### config.mk
export PLATFORM = sky130hd
export DESIGN_NAME = frame_buf_pp
export DESIGN_NICKNAME = d
export VERILOG_FILES = /design/src/rtl/frame_buf_pkg.sv /design/src/rtl/fb_ram.sv /design/src/rtl/frame_buf_pp.sv
export SDC_FILE = /design/constraint.sdc
export NUM_CORES = 1
export LEC_CHECK = 0
export BUFFER_PORTS_ARGS = -buffer_cell sky130_fd_sc_hd__clkbuf_2
export CAP_MARGIN = 20
export CORE_UTILIZATION = 40
export CTS_CLUSTER_SIZE = 10
export DETAILED_ROUTE_END_ITERATION = 8
export GPL_TIMING_DRIVEN = 0
export PLACE_DENSITY = 0.61
export SLEW_MARGIN = 5
export SYNTH_ARGS = -nofsm -noshare
export SYNTH_HDL_FRONTEND = slang
export SYNTH_SLANG_ARGS = --single-unit
### constraint.sdc
create_clock -name clk -period 4.8 [get_ports clk]
set_input_delay 0 -clock clk [delete_from_list [all_inputs] [get_ports clk]]
set_output_delay 0 -clock clk [all_outputs]
set_load 0.01 [all_outputs]
### src/rtl/frame_buf_pkg.sv
// Shared definitions for the ping-pong frame buffer: bank state encoding
// and default sizing parameters.
package frame_buf_pkg;

    // Occupancy of one frame bank
    typedef enum logic {
        BANK_EMPTY = 1'b0,
        BANK_FULL  = 1'b1
    } bank_state_e;

    localparam int DEF_DATA_WIDTH   = 24;
    localparam int DEF_FRAME_PIXELS = 16;

endpackage

### src/rtl/fb_ram.sv
// Single-clock simple dual-port RAM with a registered read port.
// The read register is resettable so the buffer output starts at zero,
// and it holds its value when no read is issued.
module fb_ram #(
    parameter int DATA_WIDTH = 24,
    parameter int DEPTH      = 32,
    parameter int AW         = $clog2(DEPTH)
) (
    input  logic                  clk,
    input  logic                  rst_n,
    input  logic                  we,
    input  logic [AW-1:0]         waddr,
    input  logic [DATA_WIDTH-1:0] wdata,
    input  logic                  re,
    input  logic [AW-1:0]         raddr,
    output logic [DATA_WIDTH-1:0] rdata
);

    logic [DATA_WIDTH-1:0] mem [DEPTH];

    // Write port: array contents are never reset
    always_ff @(posedge clk) begin
        if (we) begin
            mem[waddr] <= wdata;
        end
    end

    // Registered read port: updates only on a read, otherwise holds
    always_ff @(posedge clk or negedge rst_n) begin
        if (!rst_n) begin
            rdata <= '0;
        end else if (re) begin
            rdata <= mem[raddr];
        end
    end

endmodule

### src/rtl/frame_buf_pp.sv
// Ping-pong frame buffer: two banks of FRAME_PIXELS words. The writer fills
// one EMPTY bank while the reader drains the other FULL bank. In repeat mode
// the reader replays the last frame until a newer frame is complete.
//
// Handshake: wr_ready / rd_ready depend only on registered bank state. A
// write (read) is accepted on a rising edge where wr_en_in && wr_ready
// (rd_en_in && rd_ready). A refused request has no effect other than a
// one-cycle overflow (underflow) pulse the following cycle. Read data
// appears on data_out with data_valid one cycle after the accepted request.
module frame_buf_pp
    import frame_buf_pkg::*;
#(
    parameter int DATA_WIDTH   = DEF_DATA_WIDTH,
    parameter int FRAME_PIXELS = DEF_FRAME_PIXELS,
    parameter int ADDR_WIDTH   = $clog2(FRAME_PIXELS)
) (
    input  logic                  clk,
    input  logic                  reset,
    input  logic                  wr_en_in,
    input  logic [DATA_WIDTH-1:0] data_in,
    input  logic                  rd_en_in,
    input  logic                  rpt_en_in,
    output logic [DATA_WIDTH-1:0] data_out,
    output logic                  data_valid,
    output logic                  wr_ready,
    output logic                  rd_ready,
    output logic                  rd_sof,
    output logic                  overflow,
    output logic                  underflow,
    // Internal state exposed for observation
    output logic [1:0]            dbg_bank_full,
    output logic                  dbg_wr_bank,
    output logic                  dbg_rd_bank,
    output logic [ADDR_WIDTH-1:0] dbg_wr_cnt,
    output logic [ADDR_WIDTH-1:0] dbg_rd_cnt
);

    localparam int RAM_DEPTH = 2 * FRAME_PIXELS;
    localparam int RAM_AW    = $clog2(RAM_DEPTH);
    localparam logic [ADDR_WIDTH-1:0] LAST_IDX   = ADDR_WIDTH'(FRAME_PIXELS - 1);
    localparam logic [RAM_AW-1:0]     BANK1_BASE = RAM_AW'(FRAME_PIXELS);

    bank_state_e           bank_q [2];
    bank_state_e           bank_d [2];
    logic                  wr_bank;
    logic                  rd_bank;
    logic [ADDR_WIDTH-1:0] wr_cnt;
    logic [ADDR_WIDTH-1:0] rd_cnt;

    logic                  wr_acc;
    logic                  rd_acc;
    logic                  wr_done;
    logic                  rd_last;
    logic                  rd_release;
    logic [RAM_AW-1:0]     ram_waddr;
    logic [RAM_AW-1:0]     ram_raddr;

    assign wr_ready = (bank_q[wr_bank] == BANK_EMPTY);
    assign rd_ready = (bank_q[rd_bank] == BANK_FULL);
    assign wr_acc   = wr_en_in && wr_ready;
    assign rd_acc   = rd_en_in && rd_ready;
    assign wr_done  = wr_acc && (wr_cnt == LAST_IDX);
    assign rd_last  = rd_acc && (rd_cnt == LAST_IDX);
    // Leave the bank unless repeating is requested and no newer frame waits
    assign rd_release = rd_last && (!rpt_en_in || (bank_q[~rd_bank] == BANK_FULL));

    assign ram_waddr = (wr_bank ? BANK1_BASE : '0) + RAM_AW'(wr_cnt);
    assign ram_raddr = (rd_bank ? BANK1_BASE : '0) + RAM_AW'(rd_cnt);

    assign dbg_bank_full = {bank_q[1] == BANK_FULL, bank_q[0] == BANK_FULL};
    assign dbg_wr_bank   = wr_bank;
    assign dbg_rd_bank   = rd_bank;
    assign dbg_wr_cnt    = wr_cnt;
    assign dbg_rd_cnt    = rd_cnt;

    // Next bank state: a completed write fills, a released read frees.
    // Both can happen in one cycle only on opposite banks.
    always_comb begin
        bank_d[0] = bank_q[0];
        bank_d[1] = bank_q[1];
        if (wr_done) begin
            bank_d[wr_bank] = BANK_FULL;
        end
        if (rd_release) begin
            bank_d[rd_bank] = BANK_EMPTY;
        end
    end

    // Bank state register
    always_ff @(posedge clk or negedge reset) begin
        if (!reset) begin
            bank_q[0] <= BANK_EMPTY;
            bank_q[1] <= BANK_EMPTY;
        end else begin
            bank_q[0] <= bank_d[0];
            bank_q[1] <= bank_d[1];
        end
    end

    // Write pointer and pixel counter
    always_ff @(posedge clk or negedge reset) begin
        if (!reset) begin
            wr_bank <= 1'b0;
            wr_cnt  <= '0;
        end else if (wr_acc) begin
            if (wr_done) begin
                wr_cnt  <= '0;
                wr_bank <= ~wr_bank;
            end else begin
                wr_cnt <= wr_cnt + 1'b1;
            end
        end
    end

    // Read pointer and pixel counter
    always_ff @(posedge clk or negedge reset) begin
        if (!reset) begin
            rd_bank <= 1'b0;
            rd_cnt  <= '0;
        end else if (rd_acc) begin
            if (rd_last) begin
                rd_cnt <= '0;
            end else begin
                rd_cnt <= rd_cnt + 1'b1;
            end
            if (rd_release) begin
                rd_bank <= ~rd_bank;
            end
        end
    end

    // Status pulses aligned with the registered read data
    always_ff @(posedge clk or negedge reset) begin
        if (!reset) begin
            data_valid <= 1'b0;
            rd_sof     <= 1'b0;
            overflow   <= 1'b0;
            underflow  <= 1'b0;
        end else begin
            data_valid <= rd_acc;
            rd_sof     <= rd_acc && (rd_cnt == '0);
            overflow   <= wr_en_in && !wr_ready;
            underflow  <= rd_en_in && !rd_ready;
        end
    end

    fb_ram #(
        .DATA_WIDTH (DATA_WIDTH),
        .DEPTH      (RAM_DEPTH),
        .AW         (RAM_AW)
    ) u_ram (
        .clk   (clk),
        .rst_n (reset),
        .we    (wr_acc),
        .waddr (ram_waddr),
        .wdata (data_in),
        .re    (rd_acc),
        .raddr (ram_raddr),
        .rdata (data_out)
    );

endmodule

After elaboration in Yosys (flattened, before gate mapping)
Memories as Yosys holds them, arrays and structs flattened. A register that Yosys moved wholly into a read port is not among the register bits.
Cells that the tools add are included.
{"block": "classes", "n_reduce_logical": 17, "magnitude_cmp": 5, "n_bitwise": 9, "add_sub_neg": 4, "mux": 21, "eq_ne": 2}
{"cell": "2-to-1 mux 1 bit", "count": 13}
{"cell": "adder 5 x 4 -> 5 bit", "count": 2}
{"cell": "logical AND 1 bit", "count": 10}
{"cell": "2-to-1 mux 5 bit", "count": 2}
{"cell": "adder 4 x 1 -> 4 bit (second input constant)", "count": 2}
{"cell": "== test 4 bit (second input constant)", "count": 2}
{"cell": "2-to-1 mux 4 bit", "count": 2}
{"cell": ">= comparator 2 bit (second input constant)", "count": 3}
{"cell": "NOT 1 -> 2 bit", "count": 3}
{"cell": "zero test 4 bit", "count": 1}
{"cell": "less-than comparator 2 x 1 -> 1 bit (second input constant)", "count": 2}
{"cell": "2-to-1 mux 2 bit", "count": 2}
{"cell": "AND reduction 2 bit", "count": 2}
{"cell": "zero test 1 bit", "count": 3}
{"cell": "NOT 1 bit", "count": 3}
{"cell": "bitwise AND 2 bit", "count": 1}
{"cell": "demux 1 bit (select 1 bit)", "count": 2}
{"cell": "NOT 2 bit", "count": 1}
{"cell": "bitwise OR 2 bit", "count": 1}
{"cell": "logical OR 1 bit", "count": 1}
{"block": "word_totals", "wordCells": 69, "register_bits": 16, "in_bits": 29, "mem_count": 1, "mem_bits_rw": 768, "out_inout_bits": 42}
{"memory": "u_ram.mem", "words": 32, "word_bits": 24, "rd": 1, "rd_clocked_by_memory_dff": 1, "write_ports": 1, "line": "fb_ram.sv:19", "text": "logic [DATA_WIDTH-1:0] mem [DEPTH];"}

Depth between registers and ports, before layout
{"block": "depth", "word_depth": 10, "ltp_mapped": 9, "ltp_nobuf": 4}

Hierarchy
From an unflattened synthesis, not the netlist that was laid out.
{"block": "hier_totals", "hier_cells": 1735, "hier_area_um2": 31556.5}
{"mod": "fb_ram", "n_inst": 1, "seq_area_each_um2": 23662.7, "area_per_inst_um2": 30805.8, "cells_per_inst": 1666}
{"mod": "frame_buf_pp", "n_inst": 1, "seq_area_each_um2": 400.4, "area_per_inst_um2": 750.7, "cells_per_inst": 69}

Worst setup path after synthesis
No wires, ideal clock.
{"block": "synth_path", "path_kind": "register to register", "start": "register wr_bank (netlist: dbg_wr_bank)", "end": "memory u_ram.mem[25][0] (enable)", "path_stages_with_launch": 7, "t_required_ns": 4.395, "path_slack_ns": 1.674, "period_less_slack_ns": 3.126, "t_arrival_ns": 2.721, "path_buffers": 2, "setup_ns": 0.405, "cell_sequence": "dfrtp_1 -> clkbuf_1 -> mux2i_1 -> and2_1 -> clkbuf_1 -> nand2_1 -> nor2_1"}
{"block": "synth_via", "elab_chain_cells": 8, "word_cells_on_any_way": 10, "classes_between": "1 x add/sub; 6 x mux; 2 x bitwise; 1 x reduce/logical"}
{"item": "from (decl)", "line": "frame_buf_pp.sv:45", "text": "logic wr_bank;"}
{"item": "from (signal assigned)", "line": "frame_buf_pp.sv:108", "text": "wr_bank <= ~wr_bank;"}
{"item": "NOT 1 -> 2 bit (not written as such)", "line": "frame_buf_pp.sv:58", "text": "assign wr_ready = (bank_q[wr_bank] == BANK_EMPTY);"}
{"item": "2-to-1 mux 1 bit (not written as such) (3 in series)", "line": "frame_buf_pp.sv:58"}
{"item": "NOT 1 bit", "line": "frame_buf_pp.sv:58"}
{"item": "via wr_ready", "line": "frame_buf_pp.sv:25", "text": "output logic wr_ready,"}
{"item": "logical AND 1 bit", "line": "frame_buf_pp.sv:60", "text": "assign wr_acc = wr_en_in && wr_ready;"}
{"item": "2-to-1 mux 1 bit", "line": "fb_ram.sv:23", "text": "if (we) begin"}
{"item": "2-to-1 mux 1 bit (not written as such)", "line": "fb_ram.sv:24", "text": "mem[waddr] <= wdata;"}
{"item": "to (decl)", "line": "fb_ram.sv:19"}
The timed path passes the listed nets, and every way through them passes these cells. The select of a mux whose other input is x is not followed.

Final worst setup path
{"block": "layout_path", "start": "register rd_cnt[2] (netlist: dbg_rd_cnt[2])", "end": "register u_ram.rdata[3], read port of u_ram.mem"}
{"block": "layout_via", "elab_chain_cells": 1}
{"item": "from (decl)", "line": "frame_buf_pp.sv:48", "text": "logic [ADDR_WIDTH-1:0] rd_cnt;"}
{"item": "from (signal assigned)", "line": "frame_buf_pp.sv:124", "text": "rd_cnt <= rd_cnt + 1'b1;"}
{"item": "adder 5 x 4 -> 5 bit", "line": "frame_buf_pp.sv:68", "text": "assign ram_raddr = (rd_bank ? BANK1_BASE : '0) + RAM_AW'(rd_cnt);"}
{"item": "to (decl)", "line": "fb_ram.sv:16", "text": "output logic [DATA_WIDTH-1:0] rdata"}
No other way between the ends.
A chain may end at the register's enable or synchronous reset.

==> impl_metrics.env <==
export IMPL_status="finished, final reports clean"
export IMPL_finalHoldViolations=0
export IMPL_synth_seq_cells=808
export IMPL_clk_pin_slew_ns=0.06
export IMPL_clock_sinks=808
export IMPL_hpwl_um=47450
export IMPL_finish_utilization_pct=47.01
export IMPL_gp_congestion=0.9391
export IMPL_layout_min_cycle_time_ns=3.779
export IMPL_ys_warn_count=0
export IMPL_initial_core_util_pct=40.60
export IMPL_vias=15441
export IMPL_dieArea_um2=78580
export IMPL_row_count=101
export IMPL_fill_cells=6369
export IMPL_root_buffer="clkbuf_16"
export IMPL_dpl_cell_count=2627
export IMPL_synthFlopType="edfxtp_1"
export IMPL_drive_gt1_share_pct=24.94
export IMPL_routed_wl_um=76790
export IMPL_area_growth_pct=15.78
export IMPL_grt_pass1_wl_um=110000
export IMPL_postRouteAntennaNets=0
export IMPL_clkLatencyLatePin_ns=0.64
export IMPL_die_w_um=280.3
export IMPL_synth_nets=1538
export IMPL_worst_slew_pin_slew_ns=1.268
export IMPL_yosys_area_top_type="edfxtp_1"
export IMPL_hp_class="input pin to register"
export IMPL_first_pass_iters=5
export IMPL_pre_cts_slack_ns=1.048
export IMPL_startpoint_type="register"
export IMPL_slew_headroom_pct=13.30
export IMPL_netlist_instances=1503
export IMPL_hold_start="data_in[22]"
export IMPL_timing_hold_ws_ns=0.08719
export IMPL_synth_area_um2=30990
export IMPL_syn_avg_cell_area_um2=20.62
export IMPL_rsz0062_at_grt="false"
export IMPL_port_buffers=70
export IMPL_drt_iter0_markers=1523
export IMPL_core_area_um2=76330
export IMPL_p_total_mw=20.12
export IMPL_fin_setup_tns_ns=0
export IMPL_drv_slew=0
export IMPL_cap_violations=0
export IMPL_cp_required_ns=5.25
export IMPL_path_max_fanout=10
export IMPL_cts_setup_buffers=0
export IMPL_fin_area_um2=35880
export IMPL_r2r_start="dbg_rd_cnt[2]"
export IMPL_grt_usage_pct=19.82
export IMPL_synth_seq_area_share_pct=77.65
export IMPL_htree_levels=3
export IMPL_fin_nets=1731
export IMPL_numCtsBuffers=91
export IMPL_detail_route_wl_per_cell_um=27.58
export IMPL_max_vdd_ir_drop_uv=401.2
export IMPL_placed_area_um2=33190
export IMPL_yosysUniqueCellTypes=41
export IMPL_grt_max_degree=41
export IMPL_power_leakage_nw=11.47
export IMPL_tritoncts="yes"
export IMPL_crit_path_start="dbg_rd_cnt[2]"
export IMPL_fmax_ghz=0.2646
export IMPL_boundaryPins=71
export IMPL_critPathKind="register to register"
export IMPL_synthTopCellsByArea="edfxtp_1 (74%), mux4_2 (8.7%), mux2i_1 (4.7%)"
export IMPL_finalSetupViolCount=0
export IMPL_synth_edf_count=768
export IMPL_grt_overflow=0
export IMPL_end_kind="register"
export IMPL_skew_ns=0.03153
export IMPL_grt_pass1_vias=15471
export IMPL_antenna_found_initial=4
export IMPL_async_flop_share_pct=4.950
export IMPL_via_per_inst=5.546
export IMPL_p_per_area_nw_per_um2=560.9
export IMPL_die_y_um=280.3
export IMPL_worst_slack_ns=1.021
export IMPL_final_cells=2784
export IMPL_synth_top_area_share_pct=74.42
export IMPL_critPathArrivalTime_ns=4.22
export IMPL_drc=0
export IMPL_min_period_over_period_pct=78.72
export IMPL_cts_max_path_buffers=3
## layout by cell type, fill, tap and decap left out, types with 33 or more instances in the layout
cell,synthesis,final
edfxtp_1,768,768
mux2i_1,146,146
mux4_2,120,120
clkbuf_1,49,99
clkbuf_16,0,92
o22ai_1,72,72
clkbuf_2,0,70
mux2_2,48,48
a211oi_1,47,47
dfrtp_1,40,40
buf_2,25,36
nand2_1,33,33
## critical path: stages (launching register included)
cell and delay, ns:
dfrtp_1 0.54, clkbuf_1 0.29, buf_2 0.39, clkbuf_1 0.57, mux4_2 0.40, mux2_2 0.31, a2111oi_1 0.95, a211oi_1 0.11
## state kept, by name, summed over array words and instances, names as in the netlist
register and flops:
rd_sof 1, underflow 1, data_valid 1, dbg_wr_bank 1
dbg_rd_cnt 4, dbg_rd_bank 1, dbg_wr_cnt 4, u_ram.rdata 24
dbg_bank_full 2, u_ram.mem 768, overflow 1
## cells in the mapped netlist, types with 2 or more instances
| cell type | n |
|---|---|
| a2111oi_2 | 5 |
| inv_1 | 4 |
| mux4_2 | 120 |
| a2111oi_1 | 5 |
| a32o_1 | 2 |
| buf_4 | 6 |
| or3b_1 | 2 |
| a2111oi_0 | 14 |
| o22ai_1 | 72 |
| ha_1 | 6 |
| nor2b_1 | 4 |
| nand3b_1 | 4 |
| mux2i_1 | 146 |
| o211ai_1 | 2 |
| nand2_1 | 33 |
| a211oi_1 | 47 |
| o21ai_0 | 7 |
| or3_1 | 2 |
| dfrtp_1 | 40 |
| clkbuf_1 | 49 |
| buf_12 | 2 |
| nand3_1 | 7 |
| nor2_1 | 61 |
| mux2_2 | 48 |
| and2_1 | 3 |
| edfxtp_1 | 768 |
| buf_1 | 5 |
| buf_2 | 25 |
| xnor2_1 | 2 |
## cell type report
cell class / instances / area (µm²) / share of cell area, %
sequential: 808 / 24060 / 67.07
multi-input combinational: 602 / 6745 / 18.80
clock buffer: 142 / 2490 / 6.940
tap: 1030 / 1289 / 3.592
timing repair buffer: 100 / 724.4 / 2.019
buffer: 88 / 424.2 / 1.182
clock inverter: 7 / 118.9 / 0.3313
inverter: 5 / 18.77 / 0.05231
antenna: 2 / 5.005 / 0.01395
## where the power goes
| part | internal [mW] | total, mW | switching [mW] |
|---|---|---|---|
| Sequential | 8.22 | 8.55 | 0.328 |
| Combinational | 2.18 | 5.38 | 3.20 |
| Clock | 3.55 | 6.20 | 2.65 |
| Total | 14.0 | 20.1 | 6.17 |
## final timing paths
check,slack (ns),end,cells past startpoint
setup reg to reg,1.02,u_ram.rdata[3],7
max in group asynchronous,3.97,u_ram.rdata[3],4
hold reg to reg,0.59,u_ram.rdata[19],2
hold / removal,0.09,u_ram.mem[8][22],1
setup / recovery,1.02,u_ram.rdata[3],7
min in group asynchronous,0.33,underflow,3
## layer usage
layer  wire [µm]  part of all wire (%)  global-route usage (%)  up-vias
li1            -                     -                       -     6613
met1       32560                    42                   27.44     8121
met2       35870                    47                   30.78      598
met3        6879                   9.0                   5.979      105
met4        1461                   1.9                   4.652        4
met5          23                 0.030                       0        -
## logic make-up after synthesis
kind of cell	synth area share, %
compound gates	3.695
xor+xnor	0.08481
fa+ha+maj	0.2423
buf+inv	1.429
flops	77.65
mux	15.18
simple gates	1.712
## what timing repair did
| action | 4_1_cts | 5_1_grt |
|---|---|---|
| hold endpoints to repair | 55 | 8 |
| setup endpoints to repair | 0 | 0 |
| gates resized for setup | 0 | 0 |
| hold buffers | 4 | 1 |
No activity file was read; power rests on OpenSTA's default activity.
